$ cat src/rtl/rr_burst_arbiter_if.sv
// Request/grant bundle between five masters and the round-robin burst arbiter.
// The urgent line exists only when ARB_URGENT_EN is defined.
interface rr_burst_arbiter_if #(
    parameter int N_REQ = 5,
    parameter int CNT_W = 4
);
`ifdef ARB_URGENT_EN
    logic             urgent;
`endif
    logic [N_REQ-1:0] req;
    logic [N_REQ-1:0] gnt;
    logic             gnt_vld;
    logic [2:0]       gnt_id;
    logic [CNT_W-1:0] burst_cnt;

    // master: the requester side; slave: the arbiter side
    modport master (
`ifdef ARB_URGENT_EN
        output urgent,
`endif
        output req,
        input  gnt, gnt_vld, gnt_id, burst_cnt
    );

    modport slave (
`ifdef ARB_URGENT_EN
        input  urgent,
`endif
        input  req,
        output gnt, gnt_vld, gnt_id, burst_cnt
    );
endinterface

$ cat src/rtl/rr_burst_arbiter.sv
// Five-requester round-robin arbiter with bounded ownership bursts and fully registered grant.
// Optional macro ARB_URGENT_EN adds an urgent input that preempts in favour of requester 4.
module rr_burst_arbiter #(
    parameter int N_REQ     = 5,
    parameter int MAX_BURST = 4,
    parameter int CNT_W     = 4
) (
    input  logic              clk,
    input  logic              rst,
    rr_burst_arbiter_if.slave bus
);

    typedef enum logic {IDLE, OWN} state_t;

    typedef struct packed {
        logic       found;
        logic [2:0] idx;
    } hit_t;

    localparam logic [2:0]       LAST     = 3'(N_REQ - 1);
    localparam logic [CNT_W-1:0] CNT_LAST = CNT_W'(MAX_BURST - 1);

    state_t           state_q, state_d;
    logic [N_REQ-1:0] gnt_q, gnt_d;
    logic             gnt_vld_q;
    logic [2:0]       id_q, id_d;
    logic [2:0]       ptr_q, ptr_d;
    logic [CNT_W-1:0] cnt_q, cnt_d;

    hit_t             hit;
    logic             take;
    logic [2:0]       win;

    function automatic logic [2:0] next_idx(input logic [2:0] i);
        return (i == LAST) ? 3'd0 : i + 3'd1;
    endfunction

    // First set request at or after start, wrapping; start itself is checked first.
    function automatic hit_t search(input logic [N_REQ-1:0] r, input logic [2:0] start);
        hit_t       h;
        logic [2:0] idx;
        h   = '0;
        idx = start;
        for (int k = 0; k < N_REQ; k++) begin
            if (!h.found && r[idx]) begin
                h.found = 1'b1;
                h.idx   = idx;
            end
            idx = next_idx(idx);
        end
        return h;
    endfunction

    function automatic logic [N_REQ-1:0] onehot(input logic [2:0] i);
        return N_REQ'(1) << i;
    endfunction

    // rr_ptr always equals the current or most recent owner, so one search serves every case.
    always_comb begin
        hit = search(bus.req, next_idx(ptr_q));
    end

    always_comb begin
        state_d = state_q;
        gnt_d   = gnt_q;
        id_d    = id_q;
        ptr_d   = ptr_q;
        cnt_d   = cnt_q;
        take    = 1'b0;
        win     = hit.idx;

        case (state_q)
            IDLE: begin
                take = hit.found;
            end
            OWN: begin
                if (bus.req[id_q] && (cnt_q < CNT_LAST)) begin
                    cnt_d = cnt_q + CNT_W'(1);
                end else if (hit.found) begin
                    take = 1'b1;
                end else begin
                    state_d = IDLE;
                    gnt_d   = '0;
                    cnt_d   = '0;
                end
            end
            default: begin
                state_d = IDLE;
                gnt_d   = '0;
                cnt_d   = '0;
            end
        endcase

`ifdef ARB_URGENT_EN
        if (bus.urgent && bus.req[LAST]) begin
            take = 1'b1;
            win  = LAST;
        end
`endif

        if (take) begin
            state_d = OWN;
            gnt_d   = onehot(win);
            id_d    = win;
            ptr_d   = win;
            cnt_d   = '0;
        end
    end

    always_ff @(posedge clk or negedge rst) begin
        if (!rst) begin
            state_q   <= IDLE;
            gnt_q     <= '0;
            gnt_vld_q <= 1'b0;
            id_q      <= 3'd0;
            ptr_q     <= LAST;
            cnt_q     <= '0;
        end else begin
            state_q   <= state_d;
            gnt_q     <= gnt_d;
            gnt_vld_q <= |gnt_d;
            id_q      <= id_d;
            ptr_q     <= ptr_d;
            cnt_q     <= cnt_d;
        end
    end

    assign bus.gnt       = gnt_q;
    assign bus.gnt_vld   = gnt_vld_q;
    assign bus.gnt_id    = id_q;
    assign bus.burst_cnt = cnt_q;

endmodule
$ cat src/flat_wrapper.sv
// flat-port wrapper written by rule: the top's interface ports become plain ports
module rr_burst_arbiter_flat 
#(
    parameter int N_REQ     = 5,
    parameter int MAX_BURST = 4,
    parameter int CNT_W     = 4
)
  (clk, rst, bus_req, bus_gnt, bus_gnt_vld, bus_gnt_id, bus_burst_cnt);
  rr_burst_arbiter_if #(.N_REQ(N_REQ), .CNT_W(CNT_W)) bus_i ();
  input  logic clk;
  input  logic rst;
  input wire logic [$bits(bus_i.req)-1:0] bus_req;
  output wire logic [$bits(bus_i.gnt)-1:0] bus_gnt;
  output wire logic [$bits(bus_i.gnt_vld)-1:0] bus_gnt_vld;
  output wire logic [$bits(bus_i.gnt_id)-1:0] bus_gnt_id;
  output wire logic [$bits(bus_i.burst_cnt)-1:0] bus_burst_cnt;
  assign bus_i.req = bus_req;
  assign bus_gnt = bus_i.gnt;
  assign bus_gnt_vld = bus_i.gnt_vld;
  assign bus_gnt_id = bus_i.gnt_id;
  assign bus_burst_cnt = bus_i.burst_cnt;
  rr_burst_arbiter #(.N_REQ(N_REQ), .MAX_BURST(MAX_BURST), .CNT_W(CNT_W)) u_core (.clk(clk), .rst(rst), .bus(bus_i));
endmodule
$ cat config.mk
export PLATFORM = sky130hd
export DESIGN_NAME = rr_burst_arbiter_flat
export DESIGN_NICKNAME = d
export VERILOG_FILES = /design/src/rtl/rr_burst_arbiter_if.sv /design/src/rtl/rr_burst_arbiter.sv /design/src/flat_wrapper.sv
export SDC_FILE = /design/constraint.sdc
export NUM_CORES = 1
export LEC_CHECK = 0
export BUFFER_PORTS_ARGS = -buffer_cell sky130_fd_sc_hd__buf_2
export CORE_MARGIN = 4
export CORE_UTILIZATION = 30
export DETAILED_ROUTE_END_ITERATION = 6
export PLACE_DENSITY = 0.54
export SYNTH_ARGS = -nofsm -noshare
export SYNTH_HDL_FRONTEND = slang
export SYNTH_SLANG_ARGS = --single-unit
$ cat constraint.sdc
create_clock -name clk -period 4.1 [get_ports clk]
set_input_delay 0.41 -clock clk [delete_from_list [all_inputs] [get_ports clk]]
set_output_delay 0.41 -clock clk [all_outputs]
set_load 0.005 [all_outputs]
==> impl_metrics.toml, run 1 <==
[die]
die_x_um = 82.5
dieArea_um2 = 6810
start_util_pct = 31.8
rows = 26
core_um2 = 5240
ios = 20
die_h_um = 82.5

[clocking]
cts_root_buffer = "clkbuf_8"
clock_sinks = 15
htreeDepth = 1
clkLatencyLatePin_ns = 0.24
hold_buffers = 0
numCtsBuffers = 3
clk_pin_slew_ns = 0.05
tritoncts = "built"
cts_buffer_depth = 2
ctsResizeCount = 0
postCtsSetupRepairBufs = 0

[critical_path]
endpoint_kind = "register"
startpoint = "u_core.ptr_q[0]$_DFFE_PN0P_"
critPathKind = "register to register"
r2r_end = "u_core.bus.gnt_id[2]$_DFFE_PN0P_"
cp-start-kind = "register"
critPathCapture = "u_core.bus.gnt_id[2]$_DFFE_PN0P_"
crit-reg2reg-launch = "u_core.ptr_q[0]$_DFFE_PN0P_"
crit_fanout = 8
arrival_ns = 3.89
r2r_slack_ns = 0.38
critPathRequiredTime_ns = 4.27
r2r_cells = 11

[grt]
grt_pass1_wl_mm = 7.86
grtUsageTotal_pct = 14.9
grt_start_max_net_pins = 16
antenna_found_initial = 0
grt_pass1_vias = 1573
grt.overflow.total = 0

[drt]
drt_drc_violations_left = 0
detail-route-antenna-nets = 0
via_per_inst = 5.63
routed_wl_mm = 4.63
drt_iter0_drc = 161
dr.pass1.iters = 4
post_drt_wl_per_cell_um = 16.0
dr_total_vias = 1632

[logic_synthesis]
synthFlopType = "dfrtp_1"
ys.warnings.count = 0
synth-edff-count = 0
synth_top_area_share_pct = 21.0
synth.distinct_cells = 63
synthTopCellsByArea = "dfrtp_1 (21%), mux2i_1 (4.2%), o21ai_0 (3.9%)"
avgSynthCellArea_um2 = 8.33
synth_top_area_cell = "dfrtp_1"
synth_nets = 212
syn_inst = 200
async_flop_share_pct = 100
syn_area_um2 = 1670
ys_seq_area_share_pct = 22.6
ys_seq_elements = 15

[finish]
fin_cells = 290
drive_gt1_share_pct = 20.5
final_area_um2 = 1880
nNetsFinal = 233
diodes = 0
area_growth_pct = 13.1

[worst_hold_path]
hp-class = "primary input to asynchronous set/reset pin"

[placed_design]
hpwl_mm = 3.70
placed_cells = 286
placed_cell_area_um2 = 1840
port_buffers = 19
gp_congestion = 0.852

[timing]
hold_viol = 0
drv_slew = 0
tightest_slew_ns = 0.738
period_minus_slack_ns = 3.72
finalClockSkew_ns = 0.000569
fin_crit_sh_pct = 90.8
tns_ns = 0
setup_viol = 0
rsz0062_at_grt = "no"
slew_headroom_pct = 50.3
fmax_mhz = 269

[flow_run]
drv_cap = 0

[status]
outcome = "finished clean"
==> state kept, by name, summed over array words and instances, names as in the netlist <==
signal / flops
u_core.bus.gnt: 5
u_core.bus.gnt_id: 1
u_core.ptr_q: 3
u_core.state_q: 1
u_core.bus.gnt_vld: 1
u_core.bus.burst_cnt: 4
==> synth_stat cells, types with 3 or more instances <==
library cell	count
a22oi_1	3
a31oi_1	4
a22o_1	4
or2_2	3
a21oi_1	12
inv_1	8
nand2b_1	3
o21ai_0	13
nand2_1	13
or2_1	4
ha_1	5
nor2b_1	8
a211oi_1	4
nor3_1	5
clkbuf_1	4
mux2i_1	7
buf_4	3
nand4_1	3
xnor2_1	3
nand3_1	3
and2_1	3
a21o_1	5
and3_1	3
nor4_1	3
nor2_1	11
dfrtp_1	14
==> area by class of cell <==
class                           instances  area [µm²]
Fill cell                             557        3350
Multi-Input combinational cell        166        1190
Sequential cell                        15         377
Timing Repair Buffer                   27         155
Tap cell                               70        87.6
Clock buffer                            4        45.0
Inverter                                8        30.0
==> cells by family after synthesis <==
kind of cell,count (synthesis),share of synthesized area (%)
buf+inv,19,6.01
simple gates,75,26.6
mux,9,6.24
flops,15,22.6
xor+xnor,4,2.10
fa+ha+maj,5,3.76
compound gates,73,32.7
==> routing by layer <==
layer	routed length, µm	part of all wire, %	global-route usage, %	vias to the layer above
li1	-	-	-	802
met1	2300	50	21.1	792
met2	2140	46	24.8	33
met3	147	3.2	1.08	5
met4	40	0.86	3.43	0
met5	0	0	0	-
==> per-stage QoR <==
| stage | utilization, % | setup slack, ns | hold slack (ns) |
|---|---|---|---|
| finish | 36.0 | 0.378 | 0.0555 |
| floorplan | - | 0.590 | 0.114 |
| CTS | 36.0 | 0.368 | 0.0610 |
| global route | 36.0 | 0.0599 | 0.0705 |
| global placement | 35.1 | 0.370 | 0.331 |
| detailed placement | 35.1 | 0.364 | 0.330 |
==> critical path, cell delays in order, from the launching register on <==
cell and delay (ns):
dfrtp_1 0.45, ha_1 0.34, or3b_1 0.53, a211o_1 0.35
a211oi_2 0.30, or2b_1 0.20, nand3_2 0.15, a2111o_1 0.48
or2_1 0.25, nor2b_1 0.14, or2_1 0.25, mux2i_1 0.21
==> worst min-delay path by stage <==
stage          start                             endpoint  slack (ns)  cells after the start
5_1_grt          rst          u_core.bus.gnt[0]$_DFF_PN0_        0.07                      1
3_5_place_dp     rst  u_core.bus.burst_cnt[1]$_DFFE_PN0P_        0.33                      1
2_1_floorplan    rst  u_core.bus.burst_cnt[0]$_DFFE_PN0P_        0.11                      0
3_3_place_gp     rst  u_core.bus.burst_cnt[1]$_DFFE_PN0P_        0.33                      1
4_1_cts          rst  u_core.bus.burst_cnt[1]$_DFFE_PN0P_        0.06                      1
6_report         rst  u_core.bus.burst_cnt[1]$_DFFE_PN0P_        0.06                      1
==> layout by cell type, fill, tap and decap left out, types with 4 or more instances in the layout <==
cell / synthesis / routed
or2_1: 4 / 4
nor3_1: 5 / 5
mux2i_1: 7 / 7
a21o_1: 5 / 5
buf_4: 3 / 8
inv_1: 8 / 8
nor2_1: 11 / 11
a22o_1: 4 / 4
nand2_1: 13 / 13
a21oi_1: 12 / 12
o21ai_0: 13 / 13
dfrtp_1: 14 / 14
a31oi_1: 4 / 4
a211oi_1: 4 / 4
buf_2: 2 / 19
nor2b_1: 8 / 8
ha_1: 5 / 5
Power of run 1 is left out: the tool's default activity adds up to more than one toggle a clock period on the data nets, which glitch-free logic cannot reach.
==> run 2, diff against run 1 <==
- RECOVER_POWER: not set -> 100
==> run 2 against run 1 <==
Via count down 0.61%. Clock skew about the same. Core utilization down 0.26 points. Non-clock buffer count unchanged. Critical path depth unchanged. Clock-buffer cell count unchanged. Die area unchanged. Worst setup slack about the same. Final cell count unchanged. Wire length down 0.80%.
==> impl_metrics.toml, run 2 (synthesized netlist as in run 1, its figures left out) <==
[status]
outcome = "finished clean"

[placed_design]
gp_congestion = 0.852
placed_cells = 286
port_buffers = 19
hpwl_mm = 3.70
placed_cell_area_um2 = 1840

[clocking]
tritoncts = "built"
cts_buffer_depth = 2
hold_buffers = 0
cts_root_buffer = "clkbuf_8"
clkLatencyLatePin_ns = 0.24
postCtsSetupRepairBufs = 0
clock_sinks = 15
numCtsBuffers = 3
ctsResizeCount = 0
clk_pin_slew_ns = 0.05
htreeDepth = 1

[drt]
drt_drc_violations_left = 0
detail-route-antenna-nets = 0
via_per_inst = 5.59
drt_iter0_drc = 135
routed_wl_mm = 4.59
post_drt_wl_per_cell_um = 15.8
dr.pass1.iters = 4
dr_total_vias = 1622

[timing]
hold_viol = 0
drv_slew = 0
rsz0062_at_grt = "no"
whs_ns = 0.216
slew_headroom_pct = 48.7
tightest_slew_ns = 0.770
finalClockSkew_ns = 0.000602
fin_crit_sh_pct = 90.8
setup_viol = 0
tns_ns = 0
period_minus_slack_ns = 3.72
fmax_mhz = 269

[die]
die_h_um = 82.5
dieArea_um2 = 6810
rows = 26
ios = 20
core_um2 = 5240
start_util_pct = 31.8
die_x_um = 82.5

[finish]
diodes = 0
largest_register_ffs = 5
drive_gt1_share_pct = 16.4
final_common_cell = "dfrtp_1"
final_area_um2 = 1870
nNetsFinal = 233
fin_cells = 290
fillers = 561
most-common-layout-cells = "dfrtp_1 (14), nand2_1 (13), o21ai_0 (13)"
area_growth_pct = 12.2

[critical_path]
arrival_ns = 3.86
endpoint_kind = "register"
critPathBufInv = 0
crit-reg2reg-launch = "u_core.ptr_q[0]$_DFFE_PN0P_"
critPathMaxStageDelay_ns = 0.53
crit_chain = "ha_1 > or3b_1 > a211o_1 > a211oi_2 > or2b_1 > nand3_2 > a2111o_1 > o211ai_1 > o2bb2ai_1 > nor2b_1 > a21o_1"
cp_top_family = "compound AO/OA/AOI/OAI gates"
critPathKind = "register to register"
r2r_cells = 11
critPathRequiredTime_ns = 4.24
cp_slowest_cell = "or3b_1"
crit_cells = 11
cp-start-kind = "register"
crit_fanout = 8
startpoint = "u_core.ptr_q[0]$_DFFE_PN0P_"

[grt]
grt.overflow.total = 0
antenna_found_initial = 0
grt_start_max_net_pins = 16
grtUsageTotal_pct = 14.9
grt_pass1_vias = 1573
grt_pass1_wl_mm = 7.86

[flow_run]
drv_cap = 0

[worst_hold_path]
hp-class = "primary input to asynchronous set/reset pin"
-- run 2: per-stage QoR --
| step | worst slack [ns] | util, % |
|---|---|---|
| after floorplan | 0.590 | - |
| after global placement | 0.370 | 35.1 |
| after detailed placement | 0.364 | 35.1 |
| after CTS | 0.368 | 36.0 |
| after global routing | 0.0604 | 35.7 |
| final | 0.378 | 35.7 |
-- run 2: worst paths after layout --
| kind | end | slack [ns] |
|---|---|---|
| min | u_core.bus.burst_cnt[1]$_DFFE_PN0P_ | 0.22 |
| min reg2reg | u_core.bus.gnt[4]$_DFF_PN0_ | 0.51 |
| max reg2reg | u_core.bus.gnt[4]$_DFF_PN0_ | 0.38 |
| max | u_core.bus.gnt[4]$_DFF_PN0_ | 0.38 |
| min in group clk | u_core.bus.gnt[4]$_DFF_PN0_ | 0.51 |
| max in group asynchronous | u_core.ptr_q[0]$_DFFE_PN0P_ | 3.41 |
-- run 2: area by class of cell --
| cell class | count | area, µm² | area share (%) |
|---|---|---|---|
| multi-input cells | 166 | 1190 | 63.6 |
| flip-flops and latches | 15 | 377 | 20.1 |
| repair buffers | 27 | 141 | 7.56 |
| well taps | 70 | 87.6 | 4.69 |
| clock buffers | 4 | 45.0 | 2.41 |
| inverters | 8 | 30.0 | 1.61 |
-- run 2: worst register-to-register path, stage by stage (launching register included) --
cell	delay, ns
dfrtp_1	0.45
ha_1	0.33
or3b_1	0.53
a211o_1	0.35
a211oi_2	0.30
or2b_1	0.20
nand3_2	0.15
a2111o_1	0.49
o211ai_1	0.27
o2bb2ai_1	0.20
nor2b_1	0.19
a21o_1	0.16
-- run 2: metal layers --
metal  global-route usage [%]  wire [µm]  vias up
met5                        0          0        -
met4                     3.43         40        0
met3                     1.08        210        5
met2                     24.8       2130       45
met1                     21.1       2210      770
li1                         -          -      802
Power of run 2 is left out for the same reason.
